### src/rtl/fetch_pc_unit_if.sv
// rtl/fetch_pc_unit_if.sv - fetch front-end bus bundle between CPU control/ROM side and the fetch unit
interface fetch_pc_unit_if;
    logic        Stall;
    logic [1:0]  PCSrc;
    logic [31:0] BranchOff;
    logic [25:0] JumpTarget;
    logic [31:0] RegTarget;
    logic [31:0] IData;
    logic [31:0] IAddr;
    logic        RW;
    logic [31:0] PC;
    logic [31:0] PC4;
    logic [31:0] IR;
    logic        IRValid;
    logic        Halted;
    logic        Fault;
    logic [31:0] FetchCount;

    // Control/ROM side: drives redirect controls and the ROM word, observes fetch state
    modport master (
        output Stall, PCSrc, BranchOff, JumpTarget, RegTarget, IData,
        input  IAddr, RW, PC, PC4, IR, IRValid, Halted, Fault, FetchCount
    );

    // Fetch unit side
    modport slave (
        input  Stall, PCSrc, BranchOff, JumpTarget, RegTarget, IData,
        output IAddr, RW, PC, PC4, IR, IRValid, Halted, Fault, FetchCount
    );
endinterface

### src/rtl/fetch_pc_unit.sv
// rtl/fetch_pc_unit.sv - PC/IR fetch front end with BOOT/RUN/HALT FSM; FETCH_PERF_EN builds the fetch counter
module fetch_pc_unit #(
    parameter logic [31:0] RESET_PC    = 32'h0000_0000,
    parameter int          MEM_BYTES   = 256,
    parameter logic [5:0]  HALT_OPCODE = 6'b111111
) (
    input  logic          CLK,
    input  logic          Reset,
    fetch_pc_unit_if.slave bus
);

    typedef enum logic [1:0] {
        ST_BOOT = 2'd0,
        ST_RUN  = 2'd1,
        ST_HALT = 2'd2
    } state_t;

    localparam logic [32:0] LP_MEM_BYTES = 33'(MEM_BYTES);

    state_t      r_state;
    state_t      w_state_next;
    logic [31:0] r_pc;
    logic [31:0] r_ir;
    logic        r_ir_valid;
    logic        r_fault;

    logic [31:0] w_pc4;
    logic [32:0] w_pc_end;
    logic [31:0] w_br_off;
    logic [31:0] w_pc_next;
    logic        w_fault_det;
    logic        w_halt_det;
    logic        w_capture;
    logic        w_fault_set;
    logic        w_pc_load;
    logic        w_rw;
    logic        w_halted;

    // Sequential successor and fetch-window checks; the end address is 33 bits so a PC near
    // the top of the address space cannot wrap back into range
    always_comb begin
        w_pc4       = r_pc + 32'd4;
        w_pc_end    = {1'b0, r_pc} + 33'd3;
        w_br_off    = bus.BranchOff << 2;
        w_fault_det = (r_pc[1:0] != 2'b00) || (w_pc_end >= LP_MEM_BYTES);
        w_halt_det  = (bus.IData[31:26] == HALT_OPCODE);
    end

    // Next-PC select; a misaligned RegTarget is taken as-is and faults on the following fetch
    always_comb begin
        w_pc_next = w_pc4;
        case (bus.PCSrc)
            2'b00:   w_pc_next = w_pc4;
            2'b01:   w_pc_next = w_pc4 + w_br_off;
            2'b10:   w_pc_next = {w_pc4[31:28], bus.JumpTarget, 2'b00};
            default: w_pc_next = bus.RegTarget;
        endcase
    end

    // FSM state register
    always_ff @(posedge CLK) begin
        if (!Reset) begin
            r_state <= ST_BOOT;
        end else begin
            r_state <= w_state_next;
        end
    end

    // FSM next state and per-cycle fetch decisions; fault outranks halt, stall freezes RUN
    always_comb begin
        w_state_next = r_state;
        w_capture    = 1'b0;
        w_fault_set  = 1'b0;
        w_pc_load    = 1'b0;
        w_rw         = 1'b1;
        w_halted     = 1'b0;
        case (r_state)
            ST_BOOT: begin
                w_state_next = ST_RUN;
            end
            ST_RUN: begin
                w_rw = 1'b0;
                if (!bus.Stall) begin
                    if (w_fault_det) begin
                        w_fault_set  = 1'b1;
                        w_state_next = ST_HALT;
                    end else begin
                        w_capture = 1'b1;
                        if (w_halt_det) begin
                            w_state_next = ST_HALT;
                        end else begin
                            w_pc_load = 1'b1;
                        end
                    end
                end
            end
            ST_HALT: begin
                w_halted = 1'b1;
            end
            default: begin
                w_state_next = ST_BOOT;
            end
        endcase
    end

    // PC, instruction register and sticky fault flag
    always_ff @(posedge CLK) begin
        if (!Reset) begin
            r_pc       <= RESET_PC;
            r_ir       <= 32'h0000_0000;
            r_ir_valid <= 1'b0;
            r_fault    <= 1'b0;
        end else begin
            if (w_capture) begin
                r_ir       <= bus.IData;
                r_ir_valid <= 1'b1;
            end
            if (w_fault_set) begin
                r_fault    <= 1'b1;
                r_ir_valid <= 1'b0;
            end
            if (r_state == ST_HALT) begin
                r_ir_valid <= 1'b0;
            end
            if (w_pc_load) begin
                r_pc <= w_pc_next;
            end
        end
    end

`ifdef FETCH_PERF_EN
    logic [31:0] r_fetch_count;

    // Saturating count of accepted instruction captures
    always_ff @(posedge CLK) begin
        if (!Reset) begin
            r_fetch_count <= 32'h0000_0000;
        end else if (w_capture && (r_fetch_count != 32'hFFFF_FFFF)) begin
            r_fetch_count <= r_fetch_count + 32'd1;
        end
    end

    assign bus.FetchCount = r_fetch_count;
`else
    assign bus.FetchCount = 32'h0000_0000;
`endif

    assign bus.IAddr   = r_pc;
    assign bus.PC      = r_pc;
    assign bus.PC4     = w_pc4;
    assign bus.RW      = w_rw;
    assign bus.IR      = r_ir;
    assign bus.IRValid = r_ir_valid;
    assign bus.Halted  = w_halted;
    assign bus.Fault   = r_fault;

endmodule

### src/flat_wrapper.sv
// flat-port wrapper written by rule: the top's interface ports become plain ports
module fetch_pc_unit_flat 
#(
    parameter logic [31:0] RESET_PC    = 32'h0000_0000,
    parameter int          MEM_BYTES   = 256,
    parameter logic [5:0]  HALT_OPCODE = 6'b111111
)
  (CLK, Reset, bus_Stall, bus_PCSrc, bus_BranchOff, bus_JumpTarget, bus_RegTarget, bus_IData, bus_IAddr, bus_RW, bus_PC, bus_PC4, bus_IR, bus_IRValid, bus_Halted, bus_Fault, bus_FetchCount);
  fetch_pc_unit_if bus_i ();
  input  logic CLK;
  input  logic Reset;
  input wire logic [$bits(bus_i.Stall)-1:0] bus_Stall;
  input wire logic [$bits(bus_i.PCSrc)-1:0] bus_PCSrc;
  input wire logic [$bits(bus_i.BranchOff)-1:0] bus_BranchOff;
  input wire logic [$bits(bus_i.JumpTarget)-1:0] bus_JumpTarget;
  input wire logic [$bits(bus_i.RegTarget)-1:0] bus_RegTarget;
  input wire logic [$bits(bus_i.IData)-1:0] bus_IData;
  output wire logic [$bits(bus_i.IAddr)-1:0] bus_IAddr;
  output wire logic [$bits(bus_i.RW)-1:0] bus_RW;
  output wire logic [$bits(bus_i.PC)-1:0] bus_PC;
  output wire logic [$bits(bus_i.PC4)-1:0] bus_PC4;
  output wire logic [$bits(bus_i.IR)-1:0] bus_IR;
  output wire logic [$bits(bus_i.IRValid)-1:0] bus_IRValid;
  output wire logic [$bits(bus_i.Halted)-1:0] bus_Halted;
  output wire logic [$bits(bus_i.Fault)-1:0] bus_Fault;
  output wire logic [$bits(bus_i.FetchCount)-1:0] bus_FetchCount;
  assign bus_i.Stall = bus_Stall;
  assign bus_i.PCSrc = bus_PCSrc;
  assign bus_i.BranchOff = bus_BranchOff;
  assign bus_i.JumpTarget = bus_JumpTarget;
  assign bus_i.RegTarget = bus_RegTarget;
  assign bus_i.IData = bus_IData;
  assign bus_IAddr = bus_i.IAddr;
  assign bus_RW = bus_i.RW;
  assign bus_PC = bus_i.PC;
  assign bus_PC4 = bus_i.PC4;
  assign bus_IR = bus_i.IR;
  assign bus_IRValid = bus_i.IRValid;
  assign bus_Halted = bus_i.Halted;
  assign bus_Fault = bus_i.Fault;
  assign bus_FetchCount = bus_i.FetchCount;
  fetch_pc_unit #(.RESET_PC(RESET_PC), .MEM_BYTES(MEM_BYTES), .HALT_OPCODE(HALT_OPCODE)) u_core (.CLK(CLK), .Reset(Reset), .bus(bus_i));
endmodule
### config.mk
export PLATFORM = sky130hd
export DESIGN_NAME = fetch_pc_unit_flat
export DESIGN_NICKNAME = d
export VERILOG_FILES = /design/src/rtl/fetch_pc_unit_if.sv /design/src/rtl/fetch_pc_unit.sv /design/src/flat_wrapper.sv
export SDC_FILE = /design/constraint.sdc
export NUM_CORES = 1
export LEC_CHECK = 0
export ABC_CLOCK_PERIOD_IN_PS = 5700
export BUFFER_PORTS_ARGS = -buffer_cell sky130_fd_sc_hd__buf_2
export CORE_UTILIZATION = 30
export CTS_CLUSTER_SIZE = 10
export DETAILED_ROUTE_END_ITERATION = 10
export GPL_TIMING_DRIVEN = 0
export PLACE_DENSITY = 0.55
export REMOVE_ABC_BUFFERS = 1
export SYNTH_ARGS = -nofsm -noshare
export SYNTH_HDL_FRONTEND = slang
export SYNTH_SLANG_ARGS = --single-unit
### constraint.sdc
create_clock -name CLK -period 5.7 [get_ports CLK]
set_input_delay 1.14 -clock CLK [delete_from_list [all_inputs] [get_ports CLK]]
set_output_delay 1.14 -clock CLK [all_outputs]
set_load 0.05 [all_outputs]
# Yosys cells after proc, flatten, opt, wreduce, memory -nomap -nowiden
# Cells that the tools add are included.
# totals
reg_bits,68
latchBits,0
mem_bits_rw,0
romBits,0
in_bits,127
out_inout_bits,164
wordCells,41
memories,0
# op_classes
add_sub_neg,3
multipliers,0
div,0
n_lt_le_gt_ge,1
n_eq_ne,7
n_shift,0
muxes,17
n_bitwise,2
reduce_logical,6
# ops
op,n
case mux 32 bit (3 select lines),1
adder 32 x 2 -> 33 bit (second input constant),1
>= comparator 33 x 9 -> 1 bit (second input constant),1
adder 32 x 3 -> 32 bit (second input constant),1
adder 32 bit,1
2-to-1 mux 1 bit,12
equality test 6 bit (second input constant),1
2-to-1 mux 2 bit,3
case mux 2 bit (3 select lines),1
equality test 2 x 1 -> 1 bit (second input constant),2
equality test 2 bit (second input constant),2
logical NOT 2 bit,2
!= test 3 x 1 -> 1 bit (second input constant),1
AND reduction 3 bit,1
OR reduction 3 bit,1
!= test 2 bit (second input constant),1
inverter 1 bit,2
nonzero test 2 bit,1
logical OR 1 bit,1

# Longest topological paths before layout
# logic_depth
depth_word,7
mapped_depth,18
ltp_nobuf,16

# Least setup slack after synthesis
# OpenSTA, ideal clock, no wires.
# synth_timing
kind,register -> register
startpoint,"reg u_core.r_pc[4], in the netlist u_core.bus.IAddr[4]"
endpoint,"reg u_core.r_pc[30], in the netlist u_core.bus.IAddr[30]"
setup_ps,132
arrival_ps,4955
required_time_ps,5568
path_slack_ps,612
path_stages_with_launch,15
n_path_buf,1
period_less_slack_ps,5088
path_cell_list,dfxtp_1 nand4_2 or3_1 buf_2 o21ai_0 ha_1 a21oi_1 o221ai_1 nor2_1 nand3_1 a32o_1 o211ai_1 mux2_2 o311ai_1 a21oi_1
# synth_between
elab_cells_between_ends,9
classes_between,3 x add/sub; 1 x order compare; 4 x mux; 1 x reduce/logical
# synth_lines
element,line,rtl
start: declaration,fetch_pc_unit.sv:22,logic [31:0] r_pc;
start signal: assignment,fetch_pc_unit.sv:126,r_pc <= w_pc_next;
adder 32 x 3 -> 32 bit,fetch_pc_unit.sv:42,w_pc4 = r_pc + 32'd4;
via bus_PC4[19],flat_wrapper.sv:21,output wire logic [$bits(bus_i.PC4)-1:0] bus_PC4;
adder 32 bit,fetch_pc_unit.sv:54,2'b01: w_pc_next = w_pc4 + w_br_off;
case mux 32 bit (3 select lines),fetch_pc_unit.sv:52,case (bus.PCSrc)
# The timed path passes the listed nets, and every way through them passes these cells.
# A chain may end at the register's enable or synchronous reset.

# Worst setup path after layout
# layout_timing
startpoint,"reg u_core.r_pc[8], in the netlist u_core.bus.IAddr[8]"
endpoint,"reg u_core.r_pc[30], in the netlist u_core.bus.IAddr[30]"
# layout_between
elab_chain_cells,6
elab_cells_between_ends,9
classes_between,3 x add/sub; 1 x order compare; 4 x mux; 1 x reduce/logical
# layout_lines
element,line,rtl
adder 32 x 2 -> 33 bit,fetch_pc_unit.sv:43,"w_pc_end = {1'b0, r_pc} + 33'd3;"
>= comparator 33 x 9 -> 1 bit,fetch_pc_unit.sv:45,w_fault_det = (r_pc[1:0] != 2'b00) || (w_pc_end >= LP_MEM_BYTES);
logical OR 1 bit,fetch_pc_unit.sv:45,
2-to-1 mux 1 bit,fetch_pc_unit.sv:84,if (w_fault_det) begin
2-to-1 mux 1 bit,fetch_pc_unit.sv:83,if (!bus.Stall) begin
2-to-1 mux 1 bit,fetch_pc_unit.sv:77,case (r_state)
# Several ways; a longest one is shown, not always the timed one.

==> key figures <==
Worst setup path
  – Top delay family on crit path: simple AND/OR/NAND/NOR gates
  – Reg2reg start: u_core.bus.IAddr[8]
  – Crit path capture type: register
  – R2r worst-path depth: 14
  – Bufs and invs on worst path: 0
  – Crit path max fanout: 11
  – Most used cell, CP: nand3_1
  – Critical path origin: u_core.bus.IAddr[8]
  – Critical path cell sequence: nand3_1 > nor4_2 > nand3_1 > xnor2_1 > ha_1 > nand4_1 > o221ai_1 > nor2_1 > nand3_1 > a32o_1 > o211ai_1 > mux2_2 > o311ai_1 > a21oi_1
  – CP max-delay cell: nor4_2
  – Slowest stage delay, CP: 1020 ps
  – Worst path arrival time: 5270 ps
  – Worst setup SP type: register
  – Worst Path Required: 5920 ps
  – Worst reg2reg path endpoint: u_core.bus.IAddr[30]
  – Crit Path Class: register to register
  – Register-to-register setup slack: 650 ps

Routing
  – Remaining DRCs: 0
  – First drt pass iteration count: 7
  – Via density: 5.027
  – Via count: 6128
  – ANT nets after route: 0
  – Final WL: 20400 um
  – WL per Instance: 16.73 um
  – DR iter-0 viols: 386

Placement
  – Detailed placement HPWL: 15980 um
  – # placed instances: 1203
  – Placer Congestion: 0.9075
  – I/O Buffers: 256
  – Place WS: 709.1 ps

Synth
  – Top cells by area, synth: dfxtp_1, buf_4, mux2i_1, mux4_2, ha_1
  – Cells after Synth: 752
  – Syn. warnings: 0
  – Mapped Area: 0.006148 sq mm
  – Largest area contributor in the netlist: dfxtp_1
  – #FFs+latches synth: 68
  – Synth top area share: 0.2214
  – Post-synth EDFFs: 0
  – Post-synth ARST share: 0
  – Distinct cells, synth: 70
  – Average size of a mapped cell: 8.176 sq um
  – Synth Flop Type: dfxtp_1
  – Seq/Total Area, Yosys: 0.2214

Layout
  – Share of cells above drive strength 1: 0.3256
  – Most frequent cells in the layout: buf_2, nor2_1, dfxtp_1
  – Fillcell total: 2195
  – Synthesis-to-finish area growth: 22.24%
  – Post-Layout Cell Count: 1219
  – Antenna diodes: 0
  – Commonest non-fill, non-tap cell in the layout: buf_2
  – Post-layout net count: 1102

Global route
  – Largest net degree at the start of global routing: 49
  – Tot GR Track Use: 0.1923
  – Vias in the first global route: 5763
  – Wire length of the first global-routing pass: 31950 um
  – Remaining global-route overflow: 0
  – Initial antenna violation count: 0

STA
  – Final Worst Setup Slack: 648.3 ps
  – Setup-failing EPs final: 0
  – Final hold vios: 0
  – Slew HR: 0.2515
  – Worst Max-Slew Pin Slew: 1114 ps
  – Achievable Freq: 198.0 MHz
  – Final TNS setup: 0 ps
  – RSZ-0062 raised after global routing: no
  – Skew final: 5.104 ps
  – Final period utilization: 0.8863
  – Final worst path period need: 5052 ps
  – Final slew viol count: 0

CTS
  – TritonCTS clock tree: yes
  – Root buf cell: clkbuf_16
  – Hold-fix buffers, CTS: 0
  – Sink Count: 68
  – Clock transition at path regs: 60 ps
  – Clk buf depth: 2
  – Clk Latency, worst-skew pair: 340 ps
  – CTS H-Tree Depth: 3
  – Clock buffer count from CTS: 9
  – Postcts setup bufs: 0
  – Resized Gates After CTS: 0

Floorplanning
  – Die X: 145.2 um
  – Core ar.: 0.02017 sq mm
  – Die Ht: 145.2 um
  – Boundary Pins: 291
  – Initial core utilization: 0.3048
  – Die area: 0.02107 sq mm
  – Core Rows: 52

Min path
  – Path type of the worst min-delay path: register to register
  – End of the worst hold path: u_core.bus.Fault
  – WHS Path Cells: 2
  – HP Start: u_core.bus.Fault

Power
  – Cell Pwr Density: 605.4 mW/mm^2
  – Leak pwr: 0.003814 uW
  – Peak supply drop: 0.2389 mV

Run
  – MaxCap Viol Count: 0

Outcome
  – Outcome: finished, final reports clean
-- metal layers --
metal,track usage,wire [um],up-vias
li1,-,-,3028
met1,0.2565,9389,2862
met2,0.3209,9659,222
met3,0.02893,1087,16
met4,0.05211,263,0
met5,0,0,-
-- worst max-delay path by stage --
stage | end | slack [ps] | cells past startpoint
floorplan | u_core.bus.IAddr[30] | 140 | 14
CTS | u_core.bus.IAddr[30] | 690 | 15
global placement | u_core.bus.IAddr[30] | 710 | 15
detailed placement | u_core.bus.IAddr[30] | 710 | 15
finish | u_core.bus.IAddr[30] | 650 | 14
global route | u_core.bus.IAddr[30] | 360 | 14
-- cells in the mapped netlist (3+ instances only) --
cell type  instances
xor2_1            16
nor4_1            10
inv_1             22
nand2_1           39
mux2i_1           47
nand4_1           13
mux4_2            18
dfxtp_1           68
a211oi_1          11
a211o_1            4
o31ai_1            5
or3_1              3
buf_2              7
o21a_1             5
buf_4             67
nor3_1            21
a31oi_1            5
xnor2_1           37
o211ai_1           7
nand2b_1           6
a41oi_1            6
ha_1              30
a311oi_1           3
nor2_1            94
a21o_1             7
and4_1             4
and2_1             5
and3_1            10
nand3_1           27
o21ai_0           17
a21oi_1           52
o21bai_1           7
clkbuf_1          29
nand4_2            3
-- worst reg2reg max path, cell delays in order (launching register included) --
cell	delay [ps]
dfxtp_1	480
nand3_1	400
nor4_2	1030
nand3_1	200
xnor2_1	330
ha_1	360
nand4_1	150
o221ai_1	160
nor2_1	130
nand3_1	150
a32o_1	330
o211ai_1	290
mux2_2	370
o311ai_1	420
a21oi_1	120
-- cell type report --
type	instances	area, sq um	share of cell area
inverters	23	87.58	0.01165
flip-flops and latches	68	1361	0.1811
well taps	270	337.8	0.04495
clock buffers	9	225.2	0.02997
repair buffers	257	1304	0.1735
clock inverters	7	51.30	0.006825
multi-input cells	585	4149	0.5520
-- kinds of logic after synthesis --
kind of cell / synth area share
XOR/XNOR: 0.07550
flip-flops: 0.2214
adder cells (fa/ha/maj): 0.06431
AO/OA/AOI/OAI: 0.1626
other: 0.0006099
AND/OR/NAND/NOR: 0.2053
multiplexers: 0.1461
buffers and inverters: 0.1241
-- power breakdown --
group          internal (uW)  switching [uW]
Clock                    297             239
Sequential               641             232
Combinational            929            2210
Total                   1870            2680
-- flip-flops by register name, indices dropped and copies added (netlist names) --
signal,flops
u_core.bus.IAddr,32
u_core.bus.IR,32
u_core.r_state,2
u_core.bus.Fault,1
u_core.bus.IRValid,1
-- through the flow --
| stage | util | hold slack, ps | instance area [sq um] | power, uW |
|---|---|---|---|---|
| 2_1_floorplan | - | 486.3 | 5588 | 3258 |
| 3_3_place_gp | 0.3573 | 448.9 | 7207 | 4000 |
| 3_5_place_dp | 0.3588 | 450.9 | 7237 | 4020 |
| 4_1_cts | 0.3725 | 467.7 | 7513 | 4575 |
| 5_1_grt | 0.3726 | 485.2 | 7516 | 4839 |
| 6_report | 0.3726 | 464.9 | 7516 | 4550 |
(Power assumes the default switching activity.)
